$ cat config.mk
export PLATFORM = sky130hd
export DESIGN_NAME = edge_conv5x5
export DESIGN_NICKNAME = d
export VERILOG_FILES = /design/src/rtl/edge_conv5x5.sv
export SDC_FILE = /design/constraint.sdc
export NUM_CORES = 1
export LEC_CHECK = 0
export CELL_PAD_IN_SITES_DETAIL_PLACEMENT = 0
export CELL_PAD_IN_SITES_GLOBAL_PLACEMENT = 1
export CORE_ASPECT_RATIO = 0.6
export CORE_MARGIN = 1.5
export CORE_UTILIZATION = 35
export DETAILED_ROUTE_END_ITERATION = 8
export GPL_TIMING_DRIVEN = 0
export PLACE_DENSITY_LB_ADDON = 0.2
export SYNTH_ARGS = -nofsm -noshare
export SYNTH_HDL_FRONTEND = slang
export SYNTH_SLANG_ARGS = --single-unit
$ cat constraint.sdc
create_clock -name clk -period 32.2 [get_ports clk]
set_input_delay 9.66 -clock clk [delete_from_list [all_inputs] [get_ports clk]]
set_output_delay 9.66 -clock clk [all_outputs]
set_load 0.05 [all_outputs]
$ cat src/rtl/edge_conv5x5.sv
// 5x5 signed-kernel convolution over a gray image held in an external synchronous memory.
// Borders are zero padded; each result is clamped to 0..255 and emitted in row-major order.
module edge_conv5x5 #(
    parameter int IMG_W  = 256,
    parameter int IMG_H  = 256,
    parameter int ADDR_W = 16
) (
    input  logic              clk,
    input  logic              rst,
    input  logic              start,
    input  logic              fc_valid,
    input  logic [7:0]        fc,
    output logic              img_rd,
    output logic [ADDR_W-1:0] img_addr,
    input  logic [7:0]        img_data,
    output logic [7:0]        out_pixel,
    output logic              out_valid,
    output logic              busy,
    output logic              done
);

    localparam int RW = (IMG_H > 1) ? $clog2(IMG_H) : 1;
    localparam int CW = (IMG_W > 1) ? $clog2(IMG_W) : 1;

    typedef enum logic [2:0] {IDLE, LOAD, CONV, OUT, FIN} state_t;

    state_t             state;
    logic signed [7:0]  coef [25];
    logic [4:0]         idx;
    logic [4:0]         t;
    logic [2:0]         tr;
    logic [2:0]         tc;
    logic [RW-1:0]      row;
    logic [CW-1:0]      col;
    logic signed [21:0] acc;
    logic               pend_v;
    logic [4:0]         pend_t;
    logic [ADDR_W-1:0]  addr_q;

    int                 src_r;
    int                 src_c;
    logic               in_b;
    logic [ADDR_W-1:0]  src_addr;
    logic signed [16:0] prod;
    logic [7:0]         clamped;

    // Source pixel of the current tap, its bounds test, and the product for the tap issued last cycle.
    always_comb begin
        src_r    = int'(row) + int'(tr) - 2;
        src_c    = int'(col) + int'(tc) - 2;
        in_b     = (state == CONV) && (t <= 5'd24) &&
                   (src_r >= 0) && (src_r < IMG_H) &&
                   (src_c >= 0) && (src_c < IMG_W);
        src_addr = ADDR_W'(src_r * IMG_W + src_c);
        prod     = coef[pend_t] * $signed({1'b0, img_data});
        if (acc < 22'sd0)
            clamped = 8'd0;
        else if (acc > 22'sd255)
            clamped = 8'd255;
        else
            clamped = acc[7:0];
    end

    assign img_rd   = in_b;
    assign img_addr = in_b ? src_addr : addr_q;
    assign busy     = (state != IDLE);

    always_ff @(posedge clk or posedge rst) begin
        if (rst) begin
            state     <= IDLE;
            for (int i = 0; i < 25; i++)
                coef[i] <= '0;
            idx       <= '0;
            t         <= '0;
            tr        <= '0;
            tc        <= '0;
            row       <= '0;
            col       <= '0;
            acc       <= '0;
            pend_v    <= 1'b0;
            pend_t    <= '0;
            addr_q    <= '0;
            out_pixel <= '0;
            out_valid <= 1'b0;
            done      <= 1'b0;
        end else begin
            out_valid <= 1'b0;
            done      <= 1'b0;
            if (in_b)
                addr_q <= src_addr;
            case (state)
                IDLE: begin
                    if (start) begin
                        idx   <= '0;
                        state <= LOAD;
                    end
                end
                LOAD: begin
                    if (fc_valid) begin
                        coef[idx] <= fc;
                        idx       <= idx + 5'd1;
                        if (idx == 5'd24) begin
                            state <= CONV;
                            row   <= '0;
                            col   <= '0;
                            t     <= '0;
                            tr    <= '0;
                            tc    <= '0;
                        end
                    end
                end
                CONV: begin
                    // The memory answers one cycle late, so the tap issued now is summed next edge.
                    pend_v <= in_b;
                    pend_t <= t;
                    if (t == 5'd0)
                        acc <= '0;
                    else if (pend_v)
                        acc <= acc + {{5{prod[16]}}, prod};
                    if (t == 5'd25) begin
                        state <= OUT;
                    end else begin
                        t <= t + 5'd1;
                        if (tc == 3'd4) begin
                            tc <= '0;
                            tr <= tr + 3'd1;
                        end else begin
                            tc <= tc + 3'd1;
                        end
                    end
                end
                OUT: begin
                    out_pixel <= clamped;
                    out_valid <= 1'b1;
                    t         <= '0;
                    tr        <= '0;
                    tc        <= '0;
                    if (col == CW'(IMG_W - 1)) begin
                        col <= '0;
                        row <= row + RW'(1);
                        if (row == RW'(IMG_H - 1))
                            state <= FIN;
                        else
                            state <= CONV;
                    end else begin
                        col   <= col + CW'(1);
                        state <= CONV;
                    end
                end
                FIN: begin
                    done  <= 1'b1;
                    state <= IDLE;
                end
                default: state <= IDLE;
            endcase
        end
    end

endmodule

==> impl_metrics.tcl <==
set metrics [dict create \
    outcome "completed" \
    multi_input_comb_area_sq_um 9350 \
    worstPathArrival_ns 16.71 \
    cts-root-buf "clkbuf_16" \
    synthTopCellsByArea "dfrtp_1 (42%), mux2_2 (14%), ha_1 (8.3%), mux4_2 (7.3%), fa_1 (4.8%)" \
    period_share_pct 50.4 \
    postCtsHoldBufs 0 \
    postCtsSetupBuffers 0 \
    synth-simple-area-share_pct 8.19 \
    die_h_microns 175 \
    num_vias 10917 \
    start_util_pct 35.8 \
    nets 1679 \
    synthAdderAreaFrac_pct 13.1 \
    fin_skew_ns 0.0171 \
    setup_viol 0 \
    grt_max_degree 119 \
    via_per_inst 5.05 \
    cts_resized 0 \
    slew_headroom_pct 33.7 \
    synth-xor-area-share_pct 3.04 \
    drt_wl_total_mm 40.9 \
    synth_top_cell_by_area "dfrtp_1" \
    gr-total-overflow 0 \
    area_growth_pct 13.5 \
    rrSetupSlack_ns 22.65 \
    worst_slew_pin_slew_ns 0.994 \
    synth_mux_area_share_pct 23.3 \
    fill_cells 4591 \
    crit_fanout 8 \
    synthCells 1424 \
    final_cell_area_sq_um 19600 \
    clk_pin_slew_ns 0.07 \
    track_usage_pct 16.6 \
    ant_nets 0 \
    clk_latency_ns 0.59 \
    hold_viol_final 0 \
    critPathKind "primary input to register" \
    setup_tns_ns 0 \
    synth_nets 1600 \
    rows 62 \
    drc 0 \
    die_area_sq_um 50700 \
    numCtsBuffers 28 \
    grt_first_pass_wirelength_mm 65.5 \
    synth_top_family_by_area "multiplexers" \
    synth_compound_area_share_pct 6.51 \
    dpl_cell_area_sq_um 18600 \
    clock_path_buffers 3 \
    ys_seq_area_share_pct 41.9 \
    grt_pass1_vias 11230 \
    reg2reg_depth 31 \
    htreeDepth 1 \
    ys_warn_count 0 \
    synthFlopType "dfrtp_1" \
    drtIter0Drc 642 \
    die_w_microns 290 \
    yosysTopAreaCellShare_pct 41.9 \
    fmax_ghz 0.0616 \
    cp_data_required_time_ns 32.67 \
    drv_slew 0 \
    place_congestion 0.781 \
    numPortBuffers 47 \
    core_area_sq_um 48300 \
    yosysUniqueCellTypes 69 \
    crit-reg2reg-capture "acc[21]" \
    netlist_area_sq_um 17300 \
    final_layout_size_suffix_gt1_share_pct 23.5 \
    dpl.hpwl_mm 30.5 \
    boundaryPins 48 \
    synth_edf_count 0 \
    antenna_found_initial 1 \
    worstReg2RegStart "pend_t[1]" \
    worstHoldPathType "register to register" \
    min_path_cells 2 \
    min_from "out_pixel[7]" \
    clock-sinks 289 \
    crit_path_end_kind "register" \
    synth.avg_cell_area_sq_um 12.1 \
    rsz0062_at_grt "false" \
    antennaDiodeCount 0 \
    start_kind "primary input" \
    synth_seq_cells 289 \
    hold_end "out_pixel[7]" \
    seqCellArea_sq_um 7230 \
    cts_tree "built" \
    period_minus_slack_ns 16.24 \
    wl_per_cell_microns 18.9 \
    async_flop_share_pct 100 \
    dr.pass1.iters 5 \
    max_cap_violations 0 \
]
[stage by stage]
stage | std cells | utilization, % | setup slack, ns | hold WS (ns)
after detailed placement | 2113 | 38.5 | 15.41 | 0.472
final | 2163 | 40.6 | 15.96 | 0.479
after global placement | 2111 | 38.4 | 10.53 | 0.465
after CTS | 2163 | 40.6 | 16.04 | 0.488
after floorplan | 1424 | - | 14.56 | 0.453
after global routing | 2163 | 40.6 | 15.66 | 0.504
[state kept, by name (all words and copies together), names as in the netlist]
name       cells
idx            5
addr_q        16
col            8
t              5
row            8
tc             3
state          3
pend_v         1
out_valid      1
tr             3
done           1
coef         200
pend_t         5
out_pixel      8
acc           22
[worst max-delay path, cell delays in order]
cell and delay [ns]:
clkdlybuf4s50_1 0.59, or2_2 0.39, fa_1 0.52, fa_1 0.54, inv_1 0.05, fa_1 0.53
inv_1 0.05, fa_1 0.52, inv_1 0.04, ha_1 0.22, a211o_1 0.27, o211ai_1 0.18
a21oi_1 0.21, a211oi_2 0.29, a21oi_1 0.12, xnor2_1 0.74, ha_1 0.40, inv_1 0.10
and3_1 0.15, a311o_2 0.40, o21ai_0 0.23, xnor2_1 0.24, nor3b_1 0.09, o21bai_1 0.16
[cells by family (layout without fill, tap and decap cells)]
| family | Yosys count | in the layout |
|---|---|---|
| mux | 298 | 298 |
| buf+inv | 174 | 273 |
| compound gates | 173 | 173 |
| flops | 289 | 289 |
| xor+xnor | 59 | 59 |
| simple gates | 275 | 275 |
| fa+ha+maj | 156 | 156 |
[how the worst max path moves through the flow]
| stage | startpoint | endpoint | slack [ns] |
|---|---|---|---|
| final | img_data[0] | acc[21] | 15.96 |
| after global routing | img_data[0] | acc[21] | 15.66 |
| after CTS | img_data[0] | acc[21] | 16.04 |
| after detailed placement | img_data[0] | acc[21] | 15.41 |
| after global placement | rst | out_pixel[5] | 10.53 |
| after floorplan | rst | acc[0] | 14.56 |
[area by class of cell]
class / count / area share [%]
clock inverters: 13 / 1.13
flip-flops and latches: 289 / 36.9
clock buffers: 37 / 3.95
plain buffers: 55 / 1.18
multi-input cells: 961 / 47.7
repair buffers: 49 / 2.68
inverters: 119 / 2.32
well taps: 640 / 4.09
[per-layer routing]
layer	global-route usage (%)	routed length, microns	vias to the layer above
met5	0	0	-
met4	2.96	632	0
met3	2.38	1360	45
met2	22.9	16400	159
met1	27.3	22500	5527
li1	-	-	5186
[Yosys cell counts (all sizes together) (41+ instances only)]
library cell,count
dfrtp,289
mux2,221
nor2,55
nor2b,50
o21ai,54
nand2,73
fa,41
a21oi,42
inv,118
ha,115
xnor2,42
mux4,56
[layout by cell type, fill, tap and decap left out, types with 47 or more instances in the layout]
master	count
inv_1	117
clkdlybuf4s50_1	47
ha_1	115
nor2b_1	50
mux2_2	214
nand2_1	73
mux4_2	56
dfrtp_1	289
o21ai_0	49
nor2_1	55
Power is left out: the tool's default activity adds up to more than one toggle a clock period on the data nets, which glitch-free logic cannot reach.
